File: config.mk
export PLATFORM = sky130hd
export DESIGN_NAME = or_stream_accumulator
export DESIGN_NICKNAME = d
export VERILOG_FILES = /design/src/rtl/or_stream_accumulator.sv
export SDC_FILE = /design/constraint.sdc
export NUM_CORES = 1
export LEC_CHECK = 0
export CAP_MARGIN = 20
export CORE_MARGIN = 1.5
export CORE_UTILIZATION = 47
export DETAILED_ROUTE_END_ITERATION = 7
export GPL_TIMING_DRIVEN = 0
export MAX_ROUTING_LAYER = met4
export PLACE_DENSITY = 0.82
export SYNTH_ARGS = -nofsm -noshare
export SYNTH_HDL_FRONTEND = slang
export SYNTH_SLANG_ARGS = --single-unit
File: constraint.sdc
create_clock -name clk -period 2.1 [get_ports clk]
set_input_delay 0.42 -clock clk [delete_from_list [all_inputs] [get_ports clk]]
set_output_delay 0.42 -clock clk [all_outputs]
set_load 0.02 [all_outputs]
File: src/rtl/or_stream_accumulator.sv
// or_stream_accumulator
//   Takes a stream of (a, b) vector pairs grouped into frames by up_last.
//   Each beat's bitwise OR is built from 2:1 mux cells (d0=b, d1=1, sel=a).
//   Beats are OR-accumulated across the frame. At frame end, one registered
//   result is presented on a valid/ready output. The result holds the
//   accumulated vector, a saturating beat count and a saturation flag.
//
// Ports
//   clk         clock, all state updates on posedge
//   rst         synchronous reset, active-low
//   up_valid    upstream beat valid
//   up_ready    beat can be accepted this cycle (combinational from down_ready)
//   up_a/up_b   operands, WIDTH bits
//   up_last     final beat of the frame
//   down_valid  result register holds an unconsumed result
//   down_ready  downstream accepts the result
//   down_data   OR of every a and b in the frame
//   down_count  beats in the frame, saturating at 2^CNT_W-1
//   down_sat    frame had more than 2^CNT_W-1 beats
//   down_any    reduction OR of down_data
//
// Output register states
//   state | meaning
//   EMPTY | no result pending, down_valid=0
//   FULL  | result pending, down_valid=1

module or_mux2 (
  input  logic d0,
  input  logic d1,
  input  logic sel,
  output logic y
);
  assign y = sel ? d1 : d0;
endmodule

module or_stream_accumulator #(
  parameter int WIDTH = 8,
  parameter int CNT_W = 4
) (
  input  logic             clk,
  input  logic             rst,
  input  logic             up_valid,
  output logic             up_ready,
  input  logic [WIDTH-1:0] up_a,
  input  logic [WIDTH-1:0] up_b,
  input  logic             up_last,
  output logic             down_valid,
  input  logic             down_ready,
  output logic [WIDTH-1:0] down_data,
  output logic [CNT_W-1:0] down_count,
  output logic             down_sat,
  output logic             down_any
);

  localparam logic [CNT_W-1:0] CNT_MAX = '1;
  localparam logic [CNT_W-1:0] CNT_ONE = {{(CNT_W-1){1'b0}}, 1'b1};

  typedef enum logic {EMPTY, FULL} state_t;

  state_t           state;
  state_t           state_next;
  logic [WIDTH-1:0] acc;
  logic [CNT_W-1:0] cnt;
  logic [WIDTH-1:0] beat;
  logic [WIDTH-1:0] sum;
  logic [CNT_W-1:0] cnt1;
  logic             accept;
  logic             load;

  // Per-bit OR: a=1 selects the constant 1, otherwise b passes through.
  for (genvar i = 0; i < WIDTH; i++) begin : g_or
    or_mux2 u_mux (
      .d0  (up_b[i]),
      .d1  (1'b1),
      .sel (up_a[i]),
      .y   (beat[i])
    );
  end

  assign sum  = acc | beat;
  assign cnt1 = (cnt == CNT_MAX) ? cnt : cnt + CNT_ONE;

  // Ready depends on down_ready combinationally so that a drain and a new
  // last-beat load can share a cycle, giving one result per cycle.
  assign up_ready   = (state == EMPTY) || down_ready;
  assign accept     = up_valid && up_ready;
  assign load       = accept && up_last;
  assign down_valid = (state == FULL);
  assign down_any   = |down_data;

  always_ff @(posedge clk) begin
    if (!rst) state <= EMPTY;
    else      state <= state_next;
  end

  always_comb begin
    state_next = state;
    if (load)                             state_next = FULL;
    else if (state == FULL && down_ready) state_next = EMPTY;
  end

  // Result fields are left as-is on drain; only down_valid falls.
  always_ff @(posedge clk) begin
    if (!rst) begin
      acc        <= '0;
      cnt        <= '0;
      down_data  <= '0;
      down_count <= '0;
      down_sat   <= 1'b0;
    end else if (accept) begin
      if (up_last) begin
        down_data  <= sum;
        down_count <= cnt1;
        down_sat   <= (cnt == CNT_MAX);
        acc        <= '0;
        cnt        <= '0;
      end else begin
        acc <= sum;
        cnt <= cnt1;
      end
    end
  end

endmodule

---- After elaboration in Yosys (flattened, before gate mapping) ----
Cells that the tools add are included.
cells by class
  reduce and logical (&&, ||, !) cells .... 7
  mux-type cells .......................... 13
  eq/ne operators ......................... 1
  bitwise logic cells ..................... 2
  add/subtract/negate cells ............... 1
operator list
  cell                   number
  $mux W1                10
  $mux W4                2
  $mux W8                1
  $or A8 B8 Y8           1
  $reduce_or A8 Y1       1
  $add A4 B1 Y4 const B  1
  $eq A4 B4 Y1 const B   1
  $logic_and A1 B1 Y1    3
  $reduce_and A2 Y1      1
  $reduce_bool A2 Y1     1
  $logic_or A1 B1 Y1     1
  $not A1 Y1             1
word-level totals
  register bits after elaboration ......... 26
  word-level logic and storage cells ...... 30

---- Longest topological paths before layout ----
  depth after elaboration ................. 5
  gate-level depth with buffers ........... 5
  depth with buffers taken out ............ 4

---- Hierarchy ----
A second synthesis with hierarchy kept.
unflattened totals
  cell total of the unflattened synthesis .. 114
  area total of the unflattened synthesis .. 1198.6 um^2
by module, submodules not included
  module                 times used  cells each  seq. area each (um^2)  area an instance (um^2)
  or_stream_accumulator  1           106         520.5                  1078.5
  or_mux2                8           1           0.0                    15.0

---- Worst setup path after synthesis ----
Ideal clock, no wire load.
  path kind ............................... reg2reg
  start ................................... reg cnt[0]
  end ..................................... reg down_count[2]
  data required time ...................... 2.030 ns
  buffers on the path ..................... 0
  path slack .............................. 0.711 ns
  cell stages (with the launch flop) ...... 5
  data arrival time ....................... 1.319 ns
  path through ............................ dfxtp_1 ha_1 and3b_1 or4_1 a21oi_1
between the ends
  longest elaborated chain between the ends .. 2
ends and longest elaborated chain
  item                                           line  RTL
  from (decl)                                    63    logic [CNT_W-1:0] cnt;
  from (signal assigned)                         119   cnt <= cnt1;
  $add A4 B1 Y4 or $eq A4 B4 Y1 (tied branches)  81    assign cnt1 = (cnt == CNT_MAX) ? cnt : cnt + CNT_ONE;
  $mux W4 (*)                                    81
  to (signal assigned)                           113   down_count <= cnt1;
  to (decl)                                      50    output logic [CNT_W-1:0] down_count,
Mark *: on every way between the ends. The rest lies on a longest branch, timed or not.
A chain may end at the register's enable or synchronous reset.

---- Worst setup path in the final report ----
  start ................................... in down_ready
  end ..................................... out up_ready
between the ends
  longest elaborated chain between the ends .. 1
ends and longest elaborated chain
  item                line  RTL
  from (decl)         48    input logic down_ready,
  $logic_or A1 B1 Y1  85    assign up_ready = (state == EMPTY) || down_ready;
  to (decl)           43    output logic up_ready,
No other way between the ends.

==> results.yml <==
drt:
  route.antenna.remaining_nets: 0
  via_per_inst: 5.53
  vias: 989
  drc_errors: 0
  wl_per_cell_um: 14.2
  routed_wl_um: 2540
  drt_iter0_drc: 16
  firstDrtPassIters: 4
logic_synthesis:
  synth_top_cell_area_share: 0.487
  ys_warn_count: 0
  synthCells: 113
  synth.most_common_cell: "dfxtp_1"
  syn_area_um2: 1070
  ys_seq_area_frac: 0.487
  synth_flop_cell: "dfxtp_1"
  async_reset_ff_frac: 0
  synthesis.nets: 135
  synth.distinct_cells: 32
  syn_area_per_cell_um2: 9.47
  ys_ff_latch: 26
  synth_edf_count: 0
  synth_top_cell_by_area: "dfxtp_1"
  yosys-top-cells-count: "dfxtp_1, nor2_1, o2bb2ai_1"
  synth_area_leaders: "dfxtp_1, o2bb2ai_1, a31oi_1"
clock_tree:
  path_clk_slew_ns: 0.15
  cts_buffers: 3
  cts_root_buf: "clkbuf_4"
  cts.path.max_buffers: 2
  cts_max_level: 1
  cts_sinks: 26
  ctsHoldBuffers: 0
  clk_latency_ns: 0.32
  cts_tree: "yes"
sta:
  clock_skew_ns: 0.00628
  period_share: 0.948
  finalHoldViolCount: 0
  max_freq_ghz: 0.502
  relSlewSlack: 0.551
  whs_ns: 0.445
  fin_setup_tns_ns: 0
  finalCriticalPeriod_ns: 1.99
  setup_viol: 0
  worstMarginPinSlew_ns: 0.669
  rsz0062_at_grt: "no"
  slew_violations: 0
grt:
  use_met2: 0.393
  grt_use_total: 0.220
  grt_max_degree: 18
  antenna_found_initial: 0
  grt_use_met3: 0.0446
  grt-ovfl-total: 0
  grt_pass1_vias: 955
  grt_busiest_layer: "met2"
  met1_usage: 0.249
  grt_pass1_wl_um: 4210
power_and_ir_drop:
  p_clk_frac: 0.322
  power_frac_seq: 0.506
  p_int_uw: 812
  power_density_nw_per_um2: 704
  finalPower_uw: 1070
  vdd_drop_max_mv: 0.517
  swShare: 0.239
  leakage_uw: 0.000585
  power_switching_uw: 255
  comb_power_share: 0.171
setup_path:
  critPathMaxStageDelay_ns: 0.45
  path_cells: "clkdlybuf4s50_1 -> and2b_1 -> inv_4 -> clkdlybuf4s15_2"
  r2r_start: "cnt[0]$_SDFFE_PN0P_"
  worst_setup_path_start_kind: "primary input"
  critPathRequiredTime_ns: 1.68
  crit_path_max_fanout: 17
  r2r_cells: 4
  reg2reg_setup_slack_ns: 0.60
  path_buf_inv: 3
  cp-startpoint: "down_ready"
  cp_num_cells: 4
  endpoint: "up_ready"
  reg2reg_to: "down_count[2]$_SDFFE_PN0P_"
  crit_slowest_cell: "clkdlybuf4s50_1"
  crit_family: "buffers and inverters"
  path_class: "primary input to output port"
  worstPathArrival_ns: 1.57
  critPathCaptureType: "output port"
place:
  place_inst: 176
  port_buffers: 35
  finalWeightedCongestion: 0.786
  dp_hpwl_um: 1910
flow_run:
  maxCapViolations: 0
layout:
  post-route-util: 0.698
  drive_gt1_frac: 0.139
  fin_cells: 179
  nets: 174
  antenna_cells: 0
  area_delta_synth_final_pct: 41.6
floorplanning:
  num_io_pins: 37
  num_rows: 17
  die_h_um: 50.7
  initial_core_util: 0.493
  die_x_um: 50.7
  die_area_um2: 2570
  coreArea_um2: 2170
status:
  status: "finished clean"
worst_hold_path:
  min_path_type: "primary input to flop"
-- power by group through the flow --
| stage | logic [uW] | registers [uW] | clock network [uW] |
|---|---|---|---|
| after floorplan | 77.5 | 563 | 0 |
| after global placement | 178 | 549 | 0 |
| after global routing | 198 | 544 | 366 |
| after detailed placement | 184 | 550 | 0 |
| final | 183 | 540 | 344 |
| after CTS | 185 | 540 | 346 |
-- registers in the layout, indices dropped and copies added, names as in the netlist --
name        flops
acc             8
down_data       8
cnt             4
down_count      4
down_sat        1
down_valid      1
-- layout by cell type (no fill, tap or decap), types with 2 or more instances in the layout --
cell type | synthesis | layout
a21oi_1 | 2 | 2
dfxtp_1 | 26 | 26
nand2_1 | 4 | 4
a31oi_1 | 11 | 11
o22ai_1 | 2 | 2
o2bb2ai_1 | 12 | 12
nand2b_1 | 2 | 2
nand3_1 | 2 | 2
clkdlybuf4s50_1 | 0 | 33
o211a_1 | 2 | 2
clkbuf_4 | 0 | 3
or2_2 | 8 | 8
mux2i_1 | 2 | 2
nor2_1 | 17 | 17
-- worst reg2reg max path: cells and delay by family, from the launching register on --
kind / cells / cell delay [ns]
simple gates: 2 / 0.65
flops: 1 / 0.40
fa+ha+maj: 1 / 0.27
compound gates: 1 / 0.14
-- stage by stage --
stage / instance area, um^2 / worst slack [ns]
floorplan: 1070 / 0.711
finish: 1520 / 0.109
global placement: 1460 / -0.421
CTS: 1510 / 0.0224
global route: 1520 / 0.0616
detailed placement: 1460 / -0.427
-- timing repair --
action,CTS,global route
endpoints found under the setup margin,2,2
resized for setup,4,3
pin swaps,0,0
buffers inserted,0,0
gates cloned,0,0
-- cells by family after synthesis --
| logic type | after synthesis | synth area share |
|---|---|---|
| compound gates | 33 | 0.227 |
| xor+xnor | 1 | 0.00819 |
| fa+ha+maj | 1 | 0.0117 |
| buf+inv | 7 | 0.0374 |
| flops | 26 | 0.487 |
| mux | 2 | 0.0187 |
| simple gates | 43 | 0.211 |
-- how the worst min path moves through the flow --
stage / depth (start not counted) / slack, ns / to / startpoint
finish: 3 / 0.44 / down_valid$_SDFFE_PN0P_ / up_valid
floorplan: 2 / 0.44 / acc[0]$_SDFFE_PN0P_ / acc[0]$_SDFFE_PN0P_
CTS: 3 / 0.44 / down_valid$_SDFFE_PN0P_ / up_valid
global placement: 2 / 0.45 / acc[2]$_SDFFE_PN0P_ / acc[2]$_SDFFE_PN0P_
detailed placement: 1 / 0.45 / down_sat$_SDFFE_PN0P_ / down_sat$_SDFFE_PN0P_
global route: 3 / 0.46 / down_valid$_SDFFE_PN0P_ / up_valid
-- routing by layer --
metal	vias up	wire [um]
met5	-	0
met3	4	87
met2	21	1320
met4	0	21
li1	497	-
met1	467	1120
-- area by class of cell --
type	count	area, um^2
clock inverters	1	30.0
flip-flops and latches	26	520
clock buffers	3	22.5
plain buffers	4	27.5
repair buffers	35	354
well taps	28	35.0
fillers	190	654
multi-input cells	80	515
inverters	2	10.0
Note: power is estimated with default switching activity, not from simulation.
